<file path="src/rtl/spi_s_pkg.sv">
// Shared constants and types for the SPI slave.
// Holds byte width, mode encoding and reset values.
package spi_s_pkg;

  localparam int SPI_BITS = 8;
  localparam int CNT_W    = $clog2(SPI_BITS);

  typedef struct packed {
    logic cpol;
    logic cpha;
  } spi_mode_t;

  localparam logic [SPI_BITS-1:0] RX_RST  = '0;
  localparam logic [SPI_BITS-1:0] TX_RST  = '0;
  localparam logic [SPI_BITS-1:0] SH_RST  = '0;
  localparam logic [CNT_W-1:0]    CNT_RST = '0;

endpackage

</file>
<file path="src/rtl/spi_s_sync.sv">
// 2-flop synchronizer with rise/fall pulse outputs.
// Ports: i_Clk, i_Rst_L, i_async -> o_sync, o_rise, o_fall.
module spi_s_sync #(
  parameter logic RST_VAL = 1'b0
) (
  input  logic i_Clk,
  input  logic i_Rst_L,
  input  logic i_async,
  output logic o_sync,
  output logic o_rise,
  output logic o_fall
);

  logic meta;
  logic sync;
  logic prev;

  always_ff @(posedge i_Clk or negedge i_Rst_L) begin
    if (!i_Rst_L) begin
      meta <= RST_VAL;
      sync <= RST_VAL;
      prev <= RST_VAL;
    end else begin
      meta <= i_async;
      sync <= meta;
      prev <= sync;
    end
  end

  assign o_sync = sync;
  assign o_rise = sync & ~prev;
  assign o_fall = ~sync & prev;

endmodule

</file>
<file path="src/rtl/spi_slave_modport.sv">
// SPI slave, modes 0..3, MSB first, oversampled by i_Clk.
// Ports: i_Clk/i_Rst_L, TX byte+DV in, RX byte+DV out, SPI pins.
// Macro SPI_S_MISO_TRISTATE_EN: MISO is z while CS_n is high.
module spi_slave_modport
  import spi_s_pkg::*;
#(
  parameter int SPI_MODE = 0
) (
  input  logic       i_Clk,
  input  logic       i_Rst_L,
  input  logic [7:0] i_TX_Byte,
  input  logic       i_TX_DV,
  output logic [7:0] o_RX_Byte,
  output logic       o_RX_DV,
  input  logic       i_SPI_Clk,
  input  logic       i_SPI_MOSI,
  output logic       o_SPI_MISO,
  input  logic       i_SPI_CS_n
);

  localparam spi_mode_t MODE = spi_mode_t'(SPI_MODE[1:0]);

  logic sclk_s, sclk_r, sclk_f;
  logic mosi_s, mosi_r, mosi_f;
  logic cs_s, cs_r, cs_f;
  logic unused_edges;

  spi_s_sync #(.RST_VAL(MODE.cpol)) u_sclk (
    .i_Clk   (i_Clk),
    .i_Rst_L (i_Rst_L),
    .i_async (i_SPI_Clk),
    .o_sync  (sclk_s),
    .o_rise  (sclk_r),
    .o_fall  (sclk_f)
  );

  spi_s_sync #(.RST_VAL(1'b0)) u_mosi (
    .i_Clk   (i_Clk),
    .i_Rst_L (i_Rst_L),
    .i_async (i_SPI_MOSI),
    .o_sync  (mosi_s),
    .o_rise  (mosi_r),
    .o_fall  (mosi_f)
  );

  spi_s_sync #(.RST_VAL(1'b1)) u_cs (
    .i_Clk   (i_Clk),
    .i_Rst_L (i_Rst_L),
    .i_async (i_SPI_CS_n),
    .o_sync  (cs_s),
    .o_rise  (cs_r),
    .o_fall  (cs_f)
  );

  assign unused_edges = ^{sclk_s, mosi_r, mosi_f, cs_r};

  logic lead;
  logic trail;
  logic smp_edge;
  logic sh_edge;

  assign lead     = MODE.cpol ? sclk_f : sclk_r;
  assign trail    = MODE.cpol ? sclk_r : sclk_f;
  assign smp_edge = MODE.cpha ? trail : lead;
  assign sh_edge  = MODE.cpha ? lead : trail;

  logic [SPI_BITS-1:0] tx_buf;
  logic [SPI_BITS-1:0] miso_sh;
  logic [SPI_BITS-2:0] rx_sh;
  logic [CNT_W-1:0]    bit_cnt;
  logic [SPI_BITS-1:0] rx_byte;
  logic                rx_dv;

  localparam logic [CNT_W-1:0] LAST = CNT_W'(SPI_BITS - 1);

  // A shift edge with bit_cnt == 0 is a byte boundary: for CPHA=0 it
  // is the trailing edge after the 8th sample, for CPHA=1 the first
  // leading edge of the next byte. Either way the buffer is reloaded.
  always_ff @(posedge i_Clk or negedge i_Rst_L) begin
    if (!i_Rst_L) begin
      tx_buf  <= TX_RST;
      miso_sh <= SH_RST;
      rx_sh   <= SH_RST[SPI_BITS-2:0];
      bit_cnt <= CNT_RST;
      rx_byte <= RX_RST;
      rx_dv   <= 1'b0;
    end else begin
      rx_dv <= 1'b0;
      if (i_TX_DV) tx_buf <= i_TX_Byte;
      if (cs_s) begin
        bit_cnt <= CNT_RST;
      end else begin
        if (cs_f) begin
          miso_sh <= tx_buf;
        end else if (sh_edge) begin
          if (bit_cnt == CNT_RST) miso_sh <= tx_buf;
          else miso_sh <= {miso_sh[SPI_BITS-2:0], 1'b0};
        end
        if (smp_edge) begin
          rx_sh   <= {rx_sh[SPI_BITS-3:0], mosi_s};
          bit_cnt <= bit_cnt + 1'b1;
          if (bit_cnt == LAST) begin
            rx_byte <= {rx_sh, mosi_s};
            rx_dv   <= 1'b1;
          end
        end
      end
    end
  end

  assign o_RX_Byte = rx_byte;
  assign o_RX_DV   = rx_dv;

`ifdef SPI_S_MISO_TRISTATE_EN
  assign o_SPI_MISO = cs_s ? 1'bz : miso_sh[SPI_BITS-1];
`else
  assign o_SPI_MISO = cs_s ? 1'b1 : miso_sh[SPI_BITS-1];
`endif

endmodule

</file>
<file path="config.mk">
export PLATFORM = sky130hd
export DESIGN_NAME = spi_slave_modport
export DESIGN_NICKNAME = d
export VERILOG_FILES = /design/src/rtl/spi_s_pkg.sv /design/src/rtl/spi_s_sync.sv /design/src/rtl/spi_slave_modport.sv
export SDC_FILE = /design/constraint.sdc
export NUM_CORES = 1
export LEC_CHECK = 0
export BUFFER_PORTS_ARGS = -buffer_cell sky130_fd_sc_hd__buf_2
export CAP_MARGIN = 20
export CORE_ASPECT_RATIO = 1.25
export CORE_MARGIN = 2
export CORE_UTILIZATION = 62
export CTS_BUF_LIST = sky130_fd_sc_hd__clkbuf_4
export DETAILED_ROUTE_END_ITERATION = 8
export GPL_ROUTABILITY_DRIVEN = 1
export GPL_TIMING_DRIVEN = 0
export PLACE_DENSITY = 0.9
export SLEW_MARGIN = 20
export SYNTH_ARGS = -nofsm -noshare
export SYNTH_HDL_FRONTEND = slang
export SYNTH_SLANG_ARGS = --single-unit
</file>
<file path="constraint.sdc">
create_clock -name i_Clk -period 3.25 [get_ports i_Clk]
set_input_delay 0.8125 -clock i_Clk [delete_from_list [all_inputs] [get_ports i_Clk]]
set_output_delay 0.8125 -clock i_Clk [all_outputs]
set_load 0.005 [all_outputs]
</file>
==> results of run 1 <==
==> registers in the layout, summed over array words and instances (netlist names) <==
signal,count
u_cs.meta,1
u_mosi.meta,1
rx_sh,7
u_sclk.meta,1
tx_buf,8
u_cs.o_sync,1
o_RX_DV,1
o_RX_Byte,8
miso_sh,8
u_sclk.o_sync,1
u_cs.prev,1
u_mosi.o_sync,1
bit_cnt,3
u_sclk.prev,1
==> logic make-up (layout without fill, tap and decap cells) <==
family,after synthesis,after routing
DFF,43,43
muxes,31,31
and+or+nand+nor,18,18
AOI/OAI and AO/OA,11,11
buffers and inverters,8,38
adders and majority gates,3,3
xor gates and xnor gates,1,1
==> worst max path at each step <==
stage | end | from | depth (start not counted) | slack (ns)
2_1_floorplan | tx_buf[0] | i_TX_DV | 2 | 1.69
3_3_place_gp | o_SPI_MISO | u_cs.o_sync | 2 | 1.59
3_5_place_dp | o_SPI_MISO | u_cs.o_sync | 2 | 1.58
4_1_cts | o_SPI_MISO | u_cs.o_sync | 2 | 1.17
5_1_grt | o_SPI_MISO | u_cs.o_sync | 2 | 1.12
6_report | o_SPI_MISO | u_cs.o_sync | 2 | 1.20
==> worst max-delay path: stages (launching register included) <==
cell and delay [ns]:
dfstp_2 0.65, or2_2 0.15, buf_2 0.10
==> cell type report <==
type | count | area [um^2]
Fill cell | 177 | 681
Multi-Input combinational cell | 64 | 581
Buffer | 4 | 40.0
Clock buffer | 5 | 37.5
Sequential cell | 43 | 1080
Clock inverter | 3 | 67.6
Tap cell | 34 | 42.5
Timing Repair Buffer | 22 | 110
Inverter | 4 | 15.0
==> power breakdown <==
part	leakage [uW]	internal (uW)	switching (uW)
sequential	0.000536	606	45.9
clock	0.0000514	239	174
combinational	0.000416	67.6	53.1
==> layer usage <==
layer | vias up | GRT usage (%)
li1 | 443 | -
met1 | 472 | 24.3
met2 | 26 | 33.1
met3 | 9 | 6.70
met4 | 0 | 12.2
met5 | - | 0
==> synth_stat cells, drive strengths merged <==
| master | n | share of area [%] |
|---|---|---|
| nand2 | 9 | 2.0 |
| nor2b | 2 | 1.6 |
| a21o | 1 | 0.44 |
| inv | 4 | 0.88 |
| and2 | 1 | 0.51 |
| buf | 3 | 2.1 |
| dfstp | 3 | 4.6 |
| clkbuf | 1 | 0.22 |
| o22ai | 1 | 0.73 |
| or2 | 1 | 0.36 |
| or2b | 1 | 0.51 |
| mux2 | 23 | 17 |
| nor2 | 4 | 0.88 |
| o21ai | 8 | 2.3 |
| ha | 3 | 2.2 |
| dfrtp | 40 | 58 |
| mux2i | 8 | 4.7 |
| xnor2 | 1 | 0.51 |
| a21oi | 1 | 0.29 |
==> per-stage QoR <==
stage / cells / area, um^2 / util [%] / worst slack [ns]
2_1_floorplan: 115 / 1720 / - / 1.69
3_3_place_gp: 171 / 1870 / 70.4 / 1.59
3_5_place_dp: 171 / 1870 / 70.4 / 1.58
4_1_cts: 179 / 1970 / 74.4 / 1.17
5_1_grt: 179 / 1970 / 74.4 / 1.12
6_report: 179 / 1970 / 74.4 / 1.20
==> flow_summary.ini, run 1 <==
[logic_synthesis]
netlist_instances = 115
synth_area_mm2 = 0.00172
synth_mux_area_share_pct = 21.5
synth_top_family_by_area = multiplexers
synthSimpleGateAreaFrac_pct = 5.84
synth_compound_area_share_pct = 3.79
yosys_warnings = 0
syn_area_per_cell_um2 = 14.9
synth_fa_ha_area_share_pct = 2.19
syn-num-nets = 132
ys_types = 22
synth-xor-area-share_pct = 0.511
synth-seq-area-share_pct = 62.9
synth-seq-cells = 43

[flow_run]
cap_violations = 0

[floorplanning]
initial_core_util_pct = 64.6
row_count = 21
core_area_mm2 = 0.00265
die_w_um = 51.0
die_area_mm2 = 0.00321
fp.dieH_um = 62.8
io_pins = 24

[clocking]
cts-resized-gates = 0
clock_sinks = 43
insertion_delay_ns = 0.36
cts.clk_slew.worst_paths_ns = 0.11
htreeDepth = 2
cts_root_buffer = clkbuf_4
cts_tree = built
numCtsBuffers = 5
ctsHoldBuffers = 0
cts_setup_buffers = 0
cts_buffer_depth = 2

[min_path]
min_from = u_cs.meta
hold_end = u_cs.o_sync
whs_path_depth = 0
min_path_type = flop to flop

[global_routing]
grt_pass1_vias = 1011
grt_overflow = 0
grt_first_pass_wirelength_um = 4760
grt_max_degree = 44
track_usage_pct = 20.9
antenna_found_initial = 0

[route]
dr.pass1.iters = 4
vias = 950
drtIter0Drc = 8
detail_route.wirelength_um = 2680
met3WireLength_um = 115
route.met2.wl_um = 1410
routed.top_layer = met4
vias_per_cell = 5.31
drc_errors = 0
wire_per_inst_um = 14.9
wl_met1_um = 1080
drtAntennaViolNets = 0

[worst_setup_path]
crit_required_ns = 2.44
r2r_cells = 6
r2r-start = u_sclk.prev
cp-start-kind = flop
crit_type = flop to primary output
cp-end-kind = primary output
crit_fanout = 8
cp.arrival_ns = 1.24
reg2reg_slack_ns = 1.66
r2r_end = o_RX_Byte[5]

[place]
hpwl_um = 1850
io_buffers = 22
routabilityCongestion = 0.712

[sta]
worstMarginPinSlew_ns = 0.910
setup-tns-final_ns = 0
clock_skew_ns = 0.0159
post-route-min-period_ns = 2.05
fmax_mhz = 487
slew_viol_final = 0
fin_crit_sh_pct = 63.2
relSlewSlack_pct = 39.4
setup_viol = 0
timing_hold_violations_final = 0
hold_slack_ns = 0.363
rsz0062_at_grt = false

[pwr]
p_total_uw = 1190
ir_drop_mv = 0.427
p_per_area_mw_per_mm2 = 601
p_leak_uw = 0.00100

[finish]
layout.nets = 161
syn2layout_area_growth_pct = 15.0
layout_commonest_cell = dfrtp_1
antenna_cells = 0
layout_common_cells = dfrtp_1, buf_2, mux2_2
drive_gt1_share_pct = 44.8

[outcome]
status = finished clean
Note: power is estimated with default switching activity, not from simulation.
==> run 2: changes to the inputs <==
--- a/config.mk
+++ b/config.mk
@@ -9,12 +9,12 @@
 export CAP_MARGIN = 20
 export CORE_ASPECT_RATIO = 1.25
 export CORE_MARGIN = 2
-export CORE_UTILIZATION = 62
+export CORE_UTILIZATION = 53
 export CTS_BUF_LIST = sky130_fd_sc_hd__clkbuf_4
 export DETAILED_ROUTE_END_ITERATION = 8
 export GPL_ROUTABILITY_DRIVEN = 1
 export GPL_TIMING_DRIVEN = 0
-export PLACE_DENSITY = 0.9
+export PLACE_DENSITY = 0.83
 export SLEW_MARGIN = 20
 export SYNTH_ARGS = -nofsm -noshare
 export SYNTH_HDL_FRONTEND = slang
==> constraint.sdc (replaced) <==
create_clock -name i_Clk -period 1.8 [get_ports i_Clk]
set_input_delay 0.45 -clock i_Clk [delete_from_list [all_inputs] [get_ports i_Clk]]
set_output_delay 0.45 -clock i_Clk [all_outputs]
set_load 0.005 [all_outputs]
==> run 2 against run 1 <==
Effect of this change: via count decreased by 0.21%; clock power is 42% higher; clock skew up 0.00096 ns; global-route usage down 2.6 points; wire length is 1.2% higher; register-to-register slack worse by 1.5 ns; sequential cell count unchanged; largest power group unchanged.
==> flow_summary.ini, run 2 (synthesis gave the netlist of run 1 again) <==
[clocking]
clock_sinks = 43
cts_buffer_depth = 2
numCtsBuffers = 5
cts_root_buffer = clkbuf_4
ctsHoldBuffers = 0
cts.clk_slew.worst_paths_ns = 0.12
cts_tree = built
cts_setup_buffers = 0
insertion_delay_ns = 0.36
htreeDepth = 2
cts-resized-gates = 0

[finish]
layout_common_cells = dfrtp_1, buf_2, mux2_2
fillCellCount = 245
antenna_cells = 0
syn2layout_area_growth_pct = 13.6
layout.nets = 161
layout_commonest_cell = dfrtp_1
drive_gt1_share_pct = 44.1

[pwr]
p_leak_uw = 0.000995
p_seq_share_pct = 59.5
p_per_area_mw_per_mm2 = 1020
switching_power_uw = 480
ir_drop_mv = 0.671
p_clk_share_pct = 29.6
share_comb_of_total_power_pct = 10.9
power.internal_uw = 1500
switching_share_pct = 24.2

[min_path]
whs_path_depth = 1
min_from = i_SPI_CS_n
hold_end = u_cs.meta
min_path_type = input pin to flop

[global_routing]
grt_first_pass_wirelength_um = 4600
grt_max_degree = 44
antenna_found_initial = 0
grt_pass1_vias = 1018
grt_overflow = 0
track_usage_pct = 18.3

[floorplanning]
initial_core_util_pct = 54.7
die_w_um = 54.9
io_pins = 24
fp.dieH_um = 67.6
row_count = 23
die_area_mm2 = 0.00371
core_area_mm2 = 0.00314

[worst_setup_path]
cp-end-kind = primary output
r2r-start = u_sclk.prev
crit_type = flop to primary output
cp-start-kind = flop
reg2reg_slack_ns = 0.18
r2r_cells = 6
crit_required_ns = 1.35
crit_fanout = 8
cp.arrival_ns = 1.25
r2r_end = o_RX_Byte[6]

[sta]
post-route-min-period_ns = 1.70
fmax_mhz = 589
slew_viol_final = 0
worstMarginPinSlew_ns = 0.922
clock_skew_ns = 0.0169
fin_crit_sh_pct = 94.3
timing_hold_violations_final = 0
hold_slack_ns = 0.180
rsz0062_at_grt = false
setup_viol = 0
setup-tns-final_ns = 0
relSlewSlack_pct = 38.5

[outcome]
status = finished clean

[route]
vias = 948
drtIter0Drc = 15
dr.pass1.iters = 4
drc_errors = 0
detail_route.wirelength_um = 2710
drtAntennaViolNets = 0
vias_per_cell = 5.21
wire_per_inst_um = 14.9

[place]
hpwl_um = 1940
io_buffers = 22
routabilityCongestion = 0.732

[flow_run]
cap_violations = 0
==> run 2: power by group through the flow <==
stage | clock network [uW] | logic [uW] | registers, uW
after floorplan | 0 | 158 | 1170
after global placement | 0 | 203 | 1190
after detailed placement | 0 | 219 | 1200
after CTS | 603 | 223 | 1180
after global routing | 650 | 248 | 1200
final | 588 | 216 | 1180
==> run 2: metal layers <==
metal	share of wire (%)	GRT usage [%]	vias to the layer above
li1	-	-	446
met1	39	21.4	469
met2	53	29.3	28
met3	5.7	7.30	5
met4	1.9	7.50	0
met5	0	0	-
==> run 2: layout make-up <==
class	instances	area, um^2	area share, %
sequential	43	1080	55.4
multi-input combinational	64	581	29.8
timing repair buffer	22	110	5.65
tap	37	46.3	2.38
buffer	4	40.0	2.06
clock inverter	3	38.8	1.99
clock buffer	5	37.5	1.93
inverter	4	15.0	0.771
==> run 2: worst max path at each step <==
stage	from	end	slack [ns]	depth (start not counted)
2_1_floorplan	u_sclk.prev	o_RX_Byte[0]	0.30	6
3_3_place_gp	u_sclk.prev	o_RX_Byte[0]	0.26	6
3_5_place_dp	u_sclk.prev	o_RX_Byte[3]	0.19	6
4_1_cts	u_cs.o_sync	o_SPI_MISO	0.08	2
5_1_grt	u_cs.o_sync	o_SPI_MISO	0.03	2
6_report	u_cs.o_sync	o_SPI_MISO	0.10	2
==> run 2: through the flow <==
stage               setup WS [ns]  power [uW]  cell area (um^2)  util (%)  std cells
CTS                        0.0766        2010              1950      62.1        182
global route               0.0273        2090              1950      62.1        182
finish                      0.102        1980              1950      62.1        182
floorplan                   0.303        1330              1720         -        115
detailed placement          0.193        1420              1870      59.7        174
global placement            0.255        1390              1870      59.7        174
==> run 2: critical path, stage by stage (launching register included) <==
cell     delay (ns)
dfstp_2        0.65
or2_2          0.15
buf_2          0.10
==> run 3: changes to the inputs <==
--- a/config.mk
+++ b/config.mk
@@ -9,12 +9,12 @@
 export CAP_MARGIN = 20
 export CORE_ASPECT_RATIO = 1.25
 export CORE_MARGIN = 2
-export CORE_UTILIZATION = 53
+export CORE_UTILIZATION = 24
 export CTS_BUF_LIST = sky130_fd_sc_hd__clkbuf_4
 export DETAILED_ROUTE_END_ITERATION = 8
 export GPL_ROUTABILITY_DRIVEN = 1
 export GPL_TIMING_DRIVEN = 0
-export PLACE_DENSITY = 0.83
+export PLACE_DENSITY = 0.46
 export SLEW_MARGIN = 20
 export SYNTH_ARGS = -nofsm -noshare
 export SYNTH_HDL_FRONTEND = slang
==> run 3 against run 2 <==
Effect of this change: power increased by 0.89%; combinational power is 3% lower; maximum frequency grew 0.17%; register-to-register slack barely moved; sequential cell count is the same; clock skew fell by 0.0057 ns; via count shrank 2.3%; worst setup slack improved by 0.0029 ns; core utilization down 33 points; critical path depth unchanged; worst hold slack improved by 0.0067 ns; non-clock buffer count stayed put; critical endpoint unchanged; largest cell class unchanged; largest power group unchanged; highest routed layer unchanged.
==> flow_summary.ini, run 3 (synthesis gave the netlist of run 1 again) <==
[outcome]
status = finished clean

[clocking]
cts_tree = built
clock_sinks = 43
cts_buffer_depth = 2
ctsHoldBuffers = 0
htreeDepth = 2
cts_setup_buffers = 0
cts.clk_slew.worst_paths_ns = 0.12
numCtsBuffers = 5
cts-resized-gates = 0
cts_root_buffer = clkbuf_4
insertion_delay_ns = 0.34

[global_routing]
grt_first_pass_wirelength_um = 4760
antenna_found_initial = 0
grt_max_degree = 44
grt_overflow = 0
grt_pass1_vias = 1027
track_usage_pct = 7.72

[place]
routabilityCongestion = 0.756
io_buffers = 22
post_dp_cell_area_mm2 = 0.00194
hpwl_um = 1830

[pwr]
p_per_area_mw_per_mm2 = 990
ir_drop_mv = 0.407
p_leak_uw = 0.000998

[finish]
layout.nets = 161
antenna_cells = 0
stdcell_area_mm2 = 0.00202
layout_common_cells = dfrtp_1, buf_2, mux2_2
drive_gt1_share_pct = 44.8
fillCellCount = 697
layout_commonest_cell = dfrtp_1
syn2layout_area_growth_pct = 17.8

[sta]
post-route-min-period_ns = 1.70
setup-tns-final_ns = 0
fin_crit_sh_pct = 94.2
setup_viol = 0
worstMarginPinSlew_ns = 0.933
slew_viol_final = 0
rsz0062_at_grt = false
relSlewSlack_pct = 37.8
timing_hold_violations_final = 0
fmax_mhz = 590
clock_skew_ns = 0.0112

[worst_setup_path]
cp-end-kind = primary output
cp-start-kind = flop
critPathSlowestCell = dfstp_2
worst-path-buf-inv = 1
crit_type = flop to primary output
path_cells = or2_2 -> buf_2
slowest_delay_ns = 0.64
cp.arrival_ns = 1.25
cp_top_family = flip-flops
crit_fanout = 8
crit_required_ns = 1.35
reg2reg_slack_ns = 0.19

[floorplanning]
fp.dieH_um = 98.5
die_area_mm2 = 0.00784
core_area_mm2 = 0.00693
io_pins = 24
row_count = 34
initial_core_util_pct = 24.7
die_w_um = 79.6

[route]
drtAntennaViolNets = 0
wire_per_inst_um = 11.3
drtIter0Drc = 22
drc_errors = 0
dr.pass1.iters = 5
vias_per_cell = 3.94
vias = 926
detail_route.wirelength_um = 2650

[flow_run]
cap_violations = 0

[min_path]
min_path_type = input pin to flop
run 3: cell types whose count changed in the layout (fill, tap and decap cells not counted), sizes merged:
cell    change
clkbuf      +2
clkinv      -2
run 3: cell type report:
type	count	area [um^2]	share of cell area, %
inverter	4	15.0	0.743
buffer	4	40.0	1.98
clock buffer	7	52.6	2.60
sequential	43	1080	53.4
tap	90	113	5.57
multi-input combinational	64	581	28.7
timing repair buffer	22	110	5.45
clock inverter	1	30.0	1.49
run 3: per-stage QoR:
step	utilization (%)	total power (uW)	hold slack (ns)	setup slack (ns)	instances
3_5_place_dp	28.0	1410	0.336	0.199	227
2_1_floorplan	-	1330	0.154	0.303	115
3_3_place_gp	28.0	1400	0.337	0.229	227
6_report	29.1	2000	0.187	0.105	235
4_1_cts	29.1	2040	0.167	0.0786	235
5_1_grt	29.1	2130	0.152	0.0209	235
run 3: worst reg2reg max path: stages, from the launching register on:
cell,delay (ns)
dfrtp_1,0.43
nor2b_4,0.18
nor2b_4,0.17
buf_6,0.14
and2_4,0.16
buf_12,0.13
mux2_4,0.30
run 3: final timing paths:
check,end,from,depth (start not counted)
max in group asynchronous,tx_buf[5],i_Rst_L,1
min in group asynchronous,o_RX_Byte[5],i_Rst_L,1
min,u_cs.meta,i_SPI_CS_n,1
max,o_SPI_MISO,u_cs.o_sync,2
max reg2reg,o_RX_Byte[7],u_sclk.prev,6
min reg2reg,u_mosi.o_sync,u_mosi.meta,0
run 3: power by group:
part | leakage (uW) | total (uW) | switching, uW | internal, uW
Combinational | 0.000416 | 210 | 88.4 | 121
Clock | 0.0000463 | 619 | 294 | 325
Sequential | 0.000536 | 1170 | 76.0 | 1090
Total | 0.000998 | 2000 | 459 | 1540
run 3: layer usage:
layer  track usage (%)  wire [um]
met3              2.84        164
met1              9.63       1220
met4              3.18         27
met2              12.0       1230
met5                 0          0
